--- config.mk ---
export PLATFORM = sky130hd
export DESIGN_NAME = pcileech_sysctl_seq_flat
export DESIGN_NICKNAME = d
export VERILOG_FILES = /design/src/rtl/pcileech_sysctl_seq_if.sv /design/src/rtl/pcileech_sysctl_seq.sv /design/src/flat_wrapper.sv
export SDC_FILE = /design/constraint.sdc
export NUM_CORES = 1
export LEC_CHECK = 0
export CAP_MARGIN = 10
export CORE_ASPECT_RATIO = 0.6
export CORE_UTILIZATION = 50
export CTS_BUF_LIST = sky130_fd_sc_hd__clkbuf_8
export DETAILED_ROUTE_END_ITERATION = 7
export PLACE_DENSITY = 0.74
export SETUP_SLACK_MARGIN = 0.2
export SLEW_MARGIN = 20
export SYNTH_ARGS = -nofsm -noshare
export SYNTH_HDL_FRONTEND = slang
export SYNTH_SLANG_ARGS = --single-unit
--- constraint.sdc ---
create_clock -name clk -period 4.45 [get_ports clk]
set_clock_uncertainty 0.05 [all_clocks]
set_input_delay 1.1125 -clock clk [delete_from_list [all_inputs] [get_ports clk]]
set_output_delay 1.1125 -clock clk [all_outputs]
set_load 0.005 [all_outputs]
--- src/rtl/pcileech_sysctl_seq_if.sv ---
// pcileech_sysctl_seq_if
// Board-side signal bundle of the system-control sequencer: button pads,
// the fifo-core reload handshake and the sequencer outputs.
// The board/testbench side uses the master modport and the sequencer uses
// the slave modport.
// Optional macro PCILEECH_SYSCTL_WDOG_EN adds the watchdog kick/fired pair.
interface pcileech_sysctl_seq_if;
    logic        btn_rst_n;
    logic        btn_inv_n;
    logic        reload_ack;
    logic        rst_core;
    logic        cfg_reload_req;
    logic        led_pwronblink;
    logic [63:0] uptime;
    logic [2:0]  seq_state;
`ifdef PCILEECH_SYSCTL_WDOG_EN
    logic        wdog_kick;
    logic        wdog_fired;
`endif

    modport master (
        output btn_rst_n,
        output btn_inv_n,
        output reload_ack,
`ifdef PCILEECH_SYSCTL_WDOG_EN
        output wdog_kick,
        input  wdog_fired,
`endif
        input  rst_core,
        input  cfg_reload_req,
        input  led_pwronblink,
        input  uptime,
        input  seq_state
    );

    modport slave (
        input  btn_rst_n,
        input  btn_inv_n,
        input  reload_ack,
`ifdef PCILEECH_SYSCTL_WDOG_EN
        input  wdog_kick,
        output wdog_fired,
`endif
        output rst_core,
        output cfg_reload_req,
        output led_pwronblink,
        output uptime,
        output seq_state
    );
endinterface

--- src/rtl/pcileech_sysctl_seq.sv ---
// pcileech_sysctl_seq
// System-control sequencer: synchronizes and debounces the reset button,
// sequences core reset / config reload, and drives the power-on blink LED.
// Optional macro PCILEECH_SYSCTL_WDOG_EN adds a run-time watchdog that
// forces a normal core reset when it is not kicked in time.
module pcileech_sysctl_seq #(
    parameter int unsigned DEBOUNCE_CYCLES    = 1000000,
    parameter int unsigned RST_HOLD_CYCLES    = 64,
    parameter int unsigned RELOAD_HOLD_CYCLES = 500000000,
    parameter int unsigned BLINK_BIT          = 24,
    parameter int unsigned BLINK_WINDOW_BIT   = 27
`ifdef PCILEECH_SYSCTL_WDOG_EN
    ,
    parameter int unsigned WDOG_CYCLES        = 1000000000
`endif
) (
    input  logic                 clk,
    input  logic                 rst,
    pcileech_sysctl_seq_if.slave sys
);

    typedef enum logic [2:0] {
        S_RST      = 3'd0,
        S_RUN      = 3'd1,
        S_HELD     = 3'd2,
        S_RELOAD   = 3'd3,
        S_WAIT_REL = 3'd4
    } state_e;

    localparam logic [31:0] DEB_LAST    = 32'(DEBOUNCE_CYCLES - 32'd1);
    localparam logic [31:0] RST_LAST    = 32'(RST_HOLD_CYCLES - 32'd1);
    localparam logic [31:0] RELOAD_LAST = 32'(RELOAD_HOLD_CYCLES - 32'd1);

    // synchronizer flops
    logic        btn_rst_meta_q, btn_rst_sync_q;
    logic        btn_inv_meta_q, btn_inv_sync_q;

    // debounce: deb_q is the debounced active-low button level (1 = released)
    logic        deb_q, deb_d;
    logic [31:0] deb_cnt_q, deb_cnt_d;
    logic        pressed_s;

    // sequencer state and counters
    state_e      state_q, state_d;
    logic [31:0] hold_cnt_q, hold_cnt_d;
    logic        ack_arm_q;
    logic [63:0] uptime_q, uptime_d;

    // registered outputs
    logic        rst_core_q;
    logic        cfg_reload_req_q;
    logic        led_q, led_d;

`ifdef PCILEECH_SYSCTL_WDOG_EN
    localparam logic [31:0] WDOG_LAST = 32'(WDOG_CYCLES - 32'd1);
    logic [31:0] wdog_cnt_q, wdog_cnt_d;
    logic        wdog_expire_s;
    logic        wdog_fired_q;
`endif

    // Reset-button synchronizer; forced to "released" during reset.
    always_ff @(posedge clk) begin
        if (rst) begin
            btn_rst_meta_q <= 1'b1;
            btn_rst_sync_q <= 1'b1;
        end else begin
            btn_rst_meta_q <= sys.btn_rst_n;
            btn_rst_sync_q <= btn_rst_meta_q;
        end
    end

    // Invert-switch synchronizer; free-running so the LED follows it in reset.
    always_ff @(posedge clk) begin
        btn_inv_meta_q <= sys.btn_inv_n;
        btn_inv_sync_q <= btn_inv_meta_q;
    end

    // Debounce: flip the level only after DEBOUNCE_CYCLES of disagreement.
    always_comb begin
        deb_d     = deb_q;
        deb_cnt_d = 32'd0;
        if (btn_rst_sync_q == deb_q) begin
            deb_cnt_d = 32'd0;
        end else if (deb_cnt_q == DEB_LAST) begin
            deb_d     = btn_rst_sync_q;
            deb_cnt_d = 32'd0;
        end else begin
            deb_cnt_d = deb_cnt_q + 32'd1;
        end
    end

    // The FSM reacts to the debounced edge in the cycle it is registered.
    assign pressed_s = ~deb_d;

`ifdef PCILEECH_SYSCTL_WDOG_EN
    // Watchdog counter: runs only in S_RUN, a kick always wins over expiry.
    always_comb begin
        wdog_cnt_d    = 32'd0;
        wdog_expire_s = 1'b0;
        if (state_q != S_RUN) begin
            wdog_cnt_d = 32'd0;
        end else if (sys.wdog_kick) begin
            wdog_cnt_d = 32'd0;
        end else if (wdog_cnt_q == WDOG_LAST) begin
            wdog_cnt_d    = 32'd0;
            wdog_expire_s = 1'b1;
        end else begin
            wdog_cnt_d = wdog_cnt_q + 32'd1;
        end
    end
`endif

    // Next-state logic for the reset / reload sequencer.
    always_comb begin
        state_d = state_q;
        case (state_q)
            S_RST: begin
                if (hold_cnt_q == RST_LAST) begin
                    state_d = pressed_s ? S_HELD : S_RUN;
                end else begin
                    state_d = S_RST;
                end
            end
            S_RUN: begin
                if (pressed_s) begin
                    state_d = S_HELD;
`ifdef PCILEECH_SYSCTL_WDOG_EN
                end else if (wdog_expire_s) begin
                    state_d = S_RST;
`endif
                end else begin
                    state_d = S_RUN;
                end
            end
            S_HELD: begin
                if (!pressed_s) begin
                    state_d = S_RST;
                end else if (hold_cnt_q == RELOAD_LAST) begin
                    state_d = S_RELOAD;
                end else begin
                    state_d = S_HELD;
                end
            end
            S_RELOAD: begin
                // the ack only counts once the request has been up a full cycle
                if (sys.reload_ack && ack_arm_q) begin
                    state_d = S_WAIT_REL;
                end else begin
                    state_d = S_RELOAD;
                end
            end
            S_WAIT_REL: begin
                if (!pressed_s) begin
                    state_d = S_RST;
                end else begin
                    state_d = S_WAIT_REL;
                end
            end
            default: begin
                state_d = S_RST;
            end
        endcase
    end

    // Counter and LED next values derived from the state transition.
    always_comb begin
        hold_cnt_d = 32'd0;
        uptime_d   = 64'd0;
        if (state_d != state_q) begin
            hold_cnt_d = 32'd0;
        end else begin
            hold_cnt_d = hold_cnt_q + 32'd1;
        end
        // uptime stays 0 on the first run cycle so it reads "cycles since release"
        if ((state_q == S_RUN) && (state_d == S_RUN)) begin
            uptime_d = (&uptime_q) ? uptime_q : (uptime_q + 64'd1);
        end else begin
            uptime_d = 64'd0;
        end
        led_d = ~btn_inv_sync_q ^
                (uptime_d[BLINK_BIT] & ~(|uptime_d[63:BLINK_WINDOW_BIT]));
    end

    // State, counters and registered outputs.
    always_ff @(posedge clk) begin
        if (rst) begin
            deb_q            <= 1'b1;
            deb_cnt_q        <= 32'd0;
            state_q          <= S_RST;
            hold_cnt_q       <= 32'd0;
            ack_arm_q        <= 1'b0;
            uptime_q         <= 64'd0;
            rst_core_q       <= 1'b1;
            cfg_reload_req_q <= 1'b0;
            led_q            <= ~btn_inv_sync_q;
        end else begin
            deb_q            <= deb_d;
            deb_cnt_q        <= deb_cnt_d;
            state_q          <= state_d;
            hold_cnt_q       <= hold_cnt_d;
            ack_arm_q        <= (state_q == S_RELOAD) && (state_d == S_RELOAD);
            uptime_q         <= uptime_d;
            rst_core_q       <= (state_d != S_RUN);
            cfg_reload_req_q <= (state_d == S_RELOAD);
            led_q            <= led_d;
        end
    end

`ifdef PCILEECH_SYSCTL_WDOG_EN
    // Watchdog counter and sticky fired flag.
    always_ff @(posedge clk) begin
        if (rst) begin
            wdog_cnt_q   <= 32'd0;
            wdog_fired_q <= 1'b0;
        end else begin
            wdog_cnt_q   <= wdog_cnt_d;
            wdog_fired_q <= wdog_fired_q | wdog_expire_s;
        end
    end

    assign sys.wdog_fired = wdog_fired_q;
`endif

    assign sys.rst_core       = rst_core_q;
    assign sys.cfg_reload_req = cfg_reload_req_q;
    assign sys.led_pwronblink = led_q;
    assign sys.uptime         = uptime_q;
    assign sys.seq_state      = state_q;

endmodule

--- src/flat_wrapper.sv ---
// flat-port wrapper written by rule: the top's interface ports become plain ports
module pcileech_sysctl_seq_flat 
#(
    parameter int unsigned DEBOUNCE_CYCLES    = 1000000,
    parameter int unsigned RST_HOLD_CYCLES    = 64,
    parameter int unsigned RELOAD_HOLD_CYCLES = 500000000,
    parameter int unsigned BLINK_BIT          = 24,
    parameter int unsigned BLINK_WINDOW_BIT   = 27

)
  (clk, rst, sys_btn_rst_n, sys_btn_inv_n, sys_reload_ack, sys_rst_core, sys_cfg_reload_req, sys_led_pwronblink, sys_uptime, sys_seq_state);
  pcileech_sysctl_seq_if sys_i ();
  input  logic clk;
  input  logic rst;
  input wire logic [$bits(sys_i.btn_rst_n)-1:0] sys_btn_rst_n;
  input wire logic [$bits(sys_i.btn_inv_n)-1:0] sys_btn_inv_n;
  input wire logic [$bits(sys_i.reload_ack)-1:0] sys_reload_ack;
  output wire logic [$bits(sys_i.rst_core)-1:0] sys_rst_core;
  output wire logic [$bits(sys_i.cfg_reload_req)-1:0] sys_cfg_reload_req;
  output wire logic [$bits(sys_i.led_pwronblink)-1:0] sys_led_pwronblink;
  output wire logic [$bits(sys_i.uptime)-1:0] sys_uptime;
  output wire logic [$bits(sys_i.seq_state)-1:0] sys_seq_state;
  assign sys_i.btn_rst_n = sys_btn_rst_n;
  assign sys_i.btn_inv_n = sys_btn_inv_n;
  assign sys_i.reload_ack = sys_reload_ack;
  assign sys_rst_core = sys_i.rst_core;
  assign sys_cfg_reload_req = sys_i.cfg_reload_req;
  assign sys_led_pwronblink = sys_i.led_pwronblink;
  assign sys_uptime = sys_i.uptime;
  assign sys_seq_state = sys_i.seq_state;
  pcileech_sysctl_seq #(.DEBOUNCE_CYCLES(DEBOUNCE_CYCLES), .RST_HOLD_CYCLES(RST_HOLD_CYCLES), .RELOAD_HOLD_CYCLES(RELOAD_HOLD_CYCLES), .BLINK_BIT(BLINK_BIT), .BLINK_WINDOW_BIT(BLINK_WINDOW_BIT)) u_core (.clk(clk), .rst(rst), .sys(sys_i));
endmodule
# Word level (Yosys, flattened, before mapping)
# Cells that the tools add are included.
[totals]
regBits = 140
elab_cells = 55
inputBits = 5
output_inout_bits = 70
[op_classes]
n_bitwise = 5
reduce_logical = 9
n_eq_ne = 12
add_sub_neg = 3
mux = 12
[op_table]
columns = ["operator", "count"]
rows = [
  ["two-way mux 64 bit", 2],
  ["adder 32 x 1 -> 32 bit (second input constant)", 2],
  ["adder 64 x 1 -> 64 bit (second input constant)", 1],
  ["AND reduction 64 bit", 1],
  ["OR reduction 37 bit", 1],
  ["== test 32 x 20 -> 1 bit (second input constant)", 1],
  ["== test 32 x 29 -> 1 bit (second input constant)", 1],
  ["== test 32 x 6 -> 1 bit (second input constant)", 1],
  ["case mux 3 bit (5 select lines)", 1],
  ["two-way mux 3 bit", 4],
  ["== test 3 x 2 -> 1 bit (second input constant)", 3],
  ["== test 3 x 1 -> 1 bit (second input constant)", 2],
  ["two-way mux 1 bit", 4],
  ["OR reduction 2 bit", 2],
  ["== test 3 bit (second input constant)", 1],
  ["logical AND 1 bit", 3],
  ["logical NOT 3 bit", 1],
  ["inequality test 3 x 1 -> 1 bit (second input constant)", 1],
  ["inequality test 3 bit", 1],
  ["NOT 1 bit", 3],
  ["OR reduction 3 bit", 1],
  ["two-way mux 2 bit", 1],
  ["bitwise AND 1 bit", 1],
  ["== test 1 bit", 1],
  ["XOR 1 bit", 1],
]

# Logic depth before layout (Yosys ltp)
[logic_depth]
ltp_word = 14
depth_mapped = 12
ltp_nobuf = 10

# Worst setup path before layout
# OpenSTA, ideal clock, no wires.
[synth_timing]
kind = "reg-to-reg"
startpoint = "register u_core.uptime_q[0] (netlist: u_core.sys.uptime[0])"
endpoint = "register u_core.led_q (netlist: u_core.sys.led_pwronblink)"
stages_incl_launch_ff = 12
setup_slack_ns = 1.608
required_time_ns = 4.281
arrival_time_ns = 2.672
path_buffers = 1
setup_ns = 0.119
period_less_slack_ns = 2.842
path_cell_list = "dfxtp_1 -> ha_1 -> nand4_1 -> nor4_4 -> and3_1 -> buf_4 -> nand2_4 -> a211o_1 -> a2111oi_2 -> nor4b_2 -> nand4_1 -> xor2_1"
[synth_between]
elab_chain_cells = 8
elab_cells_between_ends = 9
cone_classes = "add/sub: 1; mux: 3; bitwise: 3; reduce/logical: 2"
[synth_rtl]
columns = ["item", "line_no", "source"]
rows = [
  ["start: declaration", "pcileech_sysctl_seq.sv:47", "logic [63:0] uptime_q, uptime_d;"],
  ["start signal: assignment", "pcileech_sysctl_seq.sv:202", "uptime_q <= uptime_d;"],
  ["adder 64 x 1 -> 64 bit or AND reduction 64 bit (tied branches)", "pcileech_sysctl_seq.sv:176", "uptime_d = (&uptime_q) ? uptime_q : (uptime_q + 64'd1);"],
  ["two-way mux 64 bit (*)", "pcileech_sysctl_seq.sv:176", ""],
  ["two-way mux 64 bit (*)", "pcileech_sysctl_seq.sv:175", "if ((state_q == S_RUN) && (state_d == S_RUN)) begin"],
  ["OR reduction 37 bit", "pcileech_sysctl_seq.sv:181", "(uptime_d[BLINK_BIT] & ~(|uptime_d[63:BLINK_WINDOW_BIT]));"],
  ["NOT 1 bit", "pcileech_sysctl_seq.sv:181", ""],
  ["bitwise AND 1 bit (*)", "pcileech_sysctl_seq.sv:181", ""],
  ["XOR 1 bit (*)", "pcileech_sysctl_seq.sv:180", "led_d = ~btn_inv_sync_q ^"],
  ["two-way mux 1 bit (*)", "pcileech_sysctl_seq.sv:186", "if (rst) begin"],
  ["end signal: assignment", "pcileech_sysctl_seq.sv:195", "led_q <= ~btn_inv_sync_q;"],
  ["end signal: assignment", "pcileech_sysctl_seq.sv:205", "led_q <= led_d;"],
  ["end: declaration", "pcileech_sysctl_seq.sv:52", "logic led_q, led_d;"],
]
# Every way passes the cells marked *; elsewhere a longest branch is shown, timed or not.
# A chain may end at the register's enable or synchronous reset.

# Worst setup path after layout
[layout_timing]
startpoint = "register u_core.uptime_q[1] (netlist: u_core.sys.uptime[1])"
endpoint = "register u_core.led_q (netlist: u_core.sys.led_pwronblink)"
# Same word-level chain as after synthesis.

==> out/qor.txt <==
R2r setup slk = 0.97 ns
Drt wl/cell = 16.8 um
DR vias/cell = 5.81
Top cells by area, synth = dfxtp_1, nor2_1, xor2_1, xnor2_1, nand3_1
Post-synth ARST share = 0%
Post-layout util = 62.2%
Clk root buf = clkbuf_8
Fill cells = 1192
CP startpoint = u_core.sys.uptime[1]$_SDFFE_PP0N_
Synth Register Bits = 140
Final Cycle Share = 78.1%
Mapped Nets = 830
Final cell count without fillers = 1077
Worst Path Required = 4.76 ns
Routed WL = 18100 um
Starting DRT DRC Count = 593
Cts bufs inserted = 17
Peak supply drop = 0.000165 V
Yosys cell types = 60
GRT Total Usage = 26.1%
Pin count of the biggest net entering global routing = 33
Worst Tran Pin Value = 0.771 ns
Hold path start = u_core.btn_inv_meta_q$_DFF_P_
Worst Setup Start Kind = register
Worst Hold Class = register to register
FF-to-FF Start = u_core.sys.uptime[1]$_SDFFE_PP0N_
Hold_buf cts = 0
Slew Limit Headroom = 47.1%
Post-synth top cells = nor2_1, dfxtp_1, nand2_1
Vias in the first global route = 5439
Maxcap violations = 0
Port buffer count = 74
Die width = 154 um
Critical Path Max Stage Delay = 0.49 ns
First-pass GRT wire length = 28900 um
Setup TNS Final = 0 ns
Register area share after synthesis = 40.6%
Cell count after placement = 1045
Io pins = 75
Synth Area per Inst = 8.40 um2
Area of the mapped netlist = 0.00690 mm2
Post-CTS setup buffer count = 0
Synth warnings = 0
# setup viols final = 0
Starting density of the core = 52.6%
Fin. Hold Viols = 0
Synth top area share = 40.6%
CTS HTree Levels = 4
Crit Path Max Fanout = 12
Cell taking the most area after synthesis = dfxtp_1
Leak = 2.58 nW
Data arrival, critical path = 3.78 ns
Worst Hold Path Cells = 0
Bufs and invs on worst path = 0
RR Endpoint = u_core.sys.led_pwronblink$_DFF_P_
Routability Congestion = 1.00
Slew Limit Fails = 0
Fin crit period = 3.48 ns
Crit path top cell by count = nand4_1
Cell area after layout = 0.00817 mm2
Clk slew on worst S/H paths = 0.09 ns
First-pass DRT Iterations = 5
Nets = 902
Die span in y = 93.0 um
DP Wirelength = 13400 um
Post-DRT Antenna Nets = 0
Via count = 6258
CTS tree = yes
Post-Synthesis Cells = 822
CTS sink count = 140
Initial antenna violation count = 0
Crit path cell chain = ha_1 -> nand4_1 -> nor4_4 -> and3_1 -> a211o_1 -> or4_1 -> nand4_1 -> a2111oi_0 -> nand4_1 -> xor2_1
Die ar. = 0.0143 mm2
Status = complete, no violations
RSZ-0062 raised after global routing = no
CORE AREA = 0.0131 mm2
FP Rows = 32
Setup CP Type = register to register
Main synth FF type = dfxtp_1
Clock Latency Late Sink = 0.46 ns
Sequential Area = 0.00280 mm2
Power Density = 283 mW/mm2
Hold EP = u_core.btn_inv_sync_q$_DFF_P_
N_diodes = 0
R2R depth = 10
Crit-path slowest cell = and3_1
Post_cts resized = 0
Hold slack = 0.284 ns
GRT Residual Overflow = 0
Delay-heaviest family, CP = simple AND/OR/NAND/NOR gates
Share of cells above drive strength 1 = 7.83%
Post-DP Area = 0.00778 mm2
DRC = 0
Post-synth EDFFs = 0
Max clock buf depth = 2
Most common cell in the netlist = nor2_1
Area delta synth->final = 18.3%
Element type at the critical path end = register
Fmax = 0.288 GHz
Multi-input logic area = 0.00395 mm2
-- cell type report --
| cell class | count | share of cell area (%) |
|---|---|---|
| clock buffer | 17 | 2.87 |
| inverter | 10 | 0.460 |
| multi-input combinational | 646 | 48.3 |
| clock inverter | 15 | 1.88 |
| timing repair buffer | 79 | 9.53 |
| tap | 170 | 2.60 |
| sequential | 140 | 34.3 |
-- stage by stage --
step                setup WS, ns  power, mW
finish                     0.975       2.31
global route               0.707       2.38
CTS                         1.04       2.32
detailed placement          1.05       1.31
global placement            1.16       1.31
floorplan                   1.61       1.30
-- metal layers --
layer / part of all wire (%) / track usage (%) / up-vias
met5: 0 / 0 / -
met4: 0.72 / 6.75 / 0
met3: 11 / 8.34 / 14
li1: - / - / 3057
met1: 53 / 42.4 / 2876
met2: 35 / 31.0 / 311
-- power breakdown --
group / switching (mW) / total [mW] / internal (mW)
Sequential: 0.00382 / 1.26 / 1.26
Combinational: 0.0124 / 0.0216 / 0.00916
Clock: 0.564 / 1.03 / 0.461
Total: 0.581 / 2.31 / 1.73
-- worst max path at each step --
stage                                              to  slack (ns)  depth (start not counted)
CTS                 u_core.sys.led_pwronblink$_DFF_P_        1.04                         10
detailed placement  u_core.sys.led_pwronblink$_DFF_P_        1.05                         10
finish              u_core.sys.led_pwronblink$_DFF_P_        0.97                         10
floorplan           u_core.sys.led_pwronblink$_DFF_P_        1.61                         11
global route        u_core.sys.led_pwronblink$_DFF_P_        0.71                         10
global placement    u_core.sys.led_pwronblink$_DFF_P_        1.16                         10
-- cells in the final DEF (no fill, tap or decap), types with 24 or more instances in the layout --
cell,Yosys,routed
nand2_1,62,62
xnor2_1,48,48
nand4_1,37,37
and3_1,24,24
nor2_1,151,151
nand3_1,61,61
clkdlybuf4s50_1,0,74
xor2_1,58,58
dfxtp_1,140,140
-- kinds of logic after synthesis --
group | Yosys count | share of synthesized area, %
adders and majority gates | 3 | 0.544
and+or+nand+nor | 459 | 35.5
xor gates and xnor gates | 106 | 13.4
AOI/OAI and AO/OA | 72 | 6.76
DFF | 140 | 40.6
buffers and inverters | 36 | 2.25
muxes | 6 | 0.870
-- state kept, by name, summed over array words and instances (netlist names) --
name	flops
u_core.ack_arm_q	1
u_core.btn_inv_meta_q	1
u_core.btn_inv_sync_q	1
u_core.btn_rst_meta_q	1
u_core.btn_rst_sync_q	1
u_core.deb_cnt_q	32
u_core.deb_q	1
u_core.hold_cnt_q	32
u_core.sys.cfg_reload_req	1
u_core.sys.led_pwronblink	1
u_core.sys.rst_core	1
u_core.sys.seq_state	3
u_core.sys.uptime	64
Power figures use the tool's default switching activity.
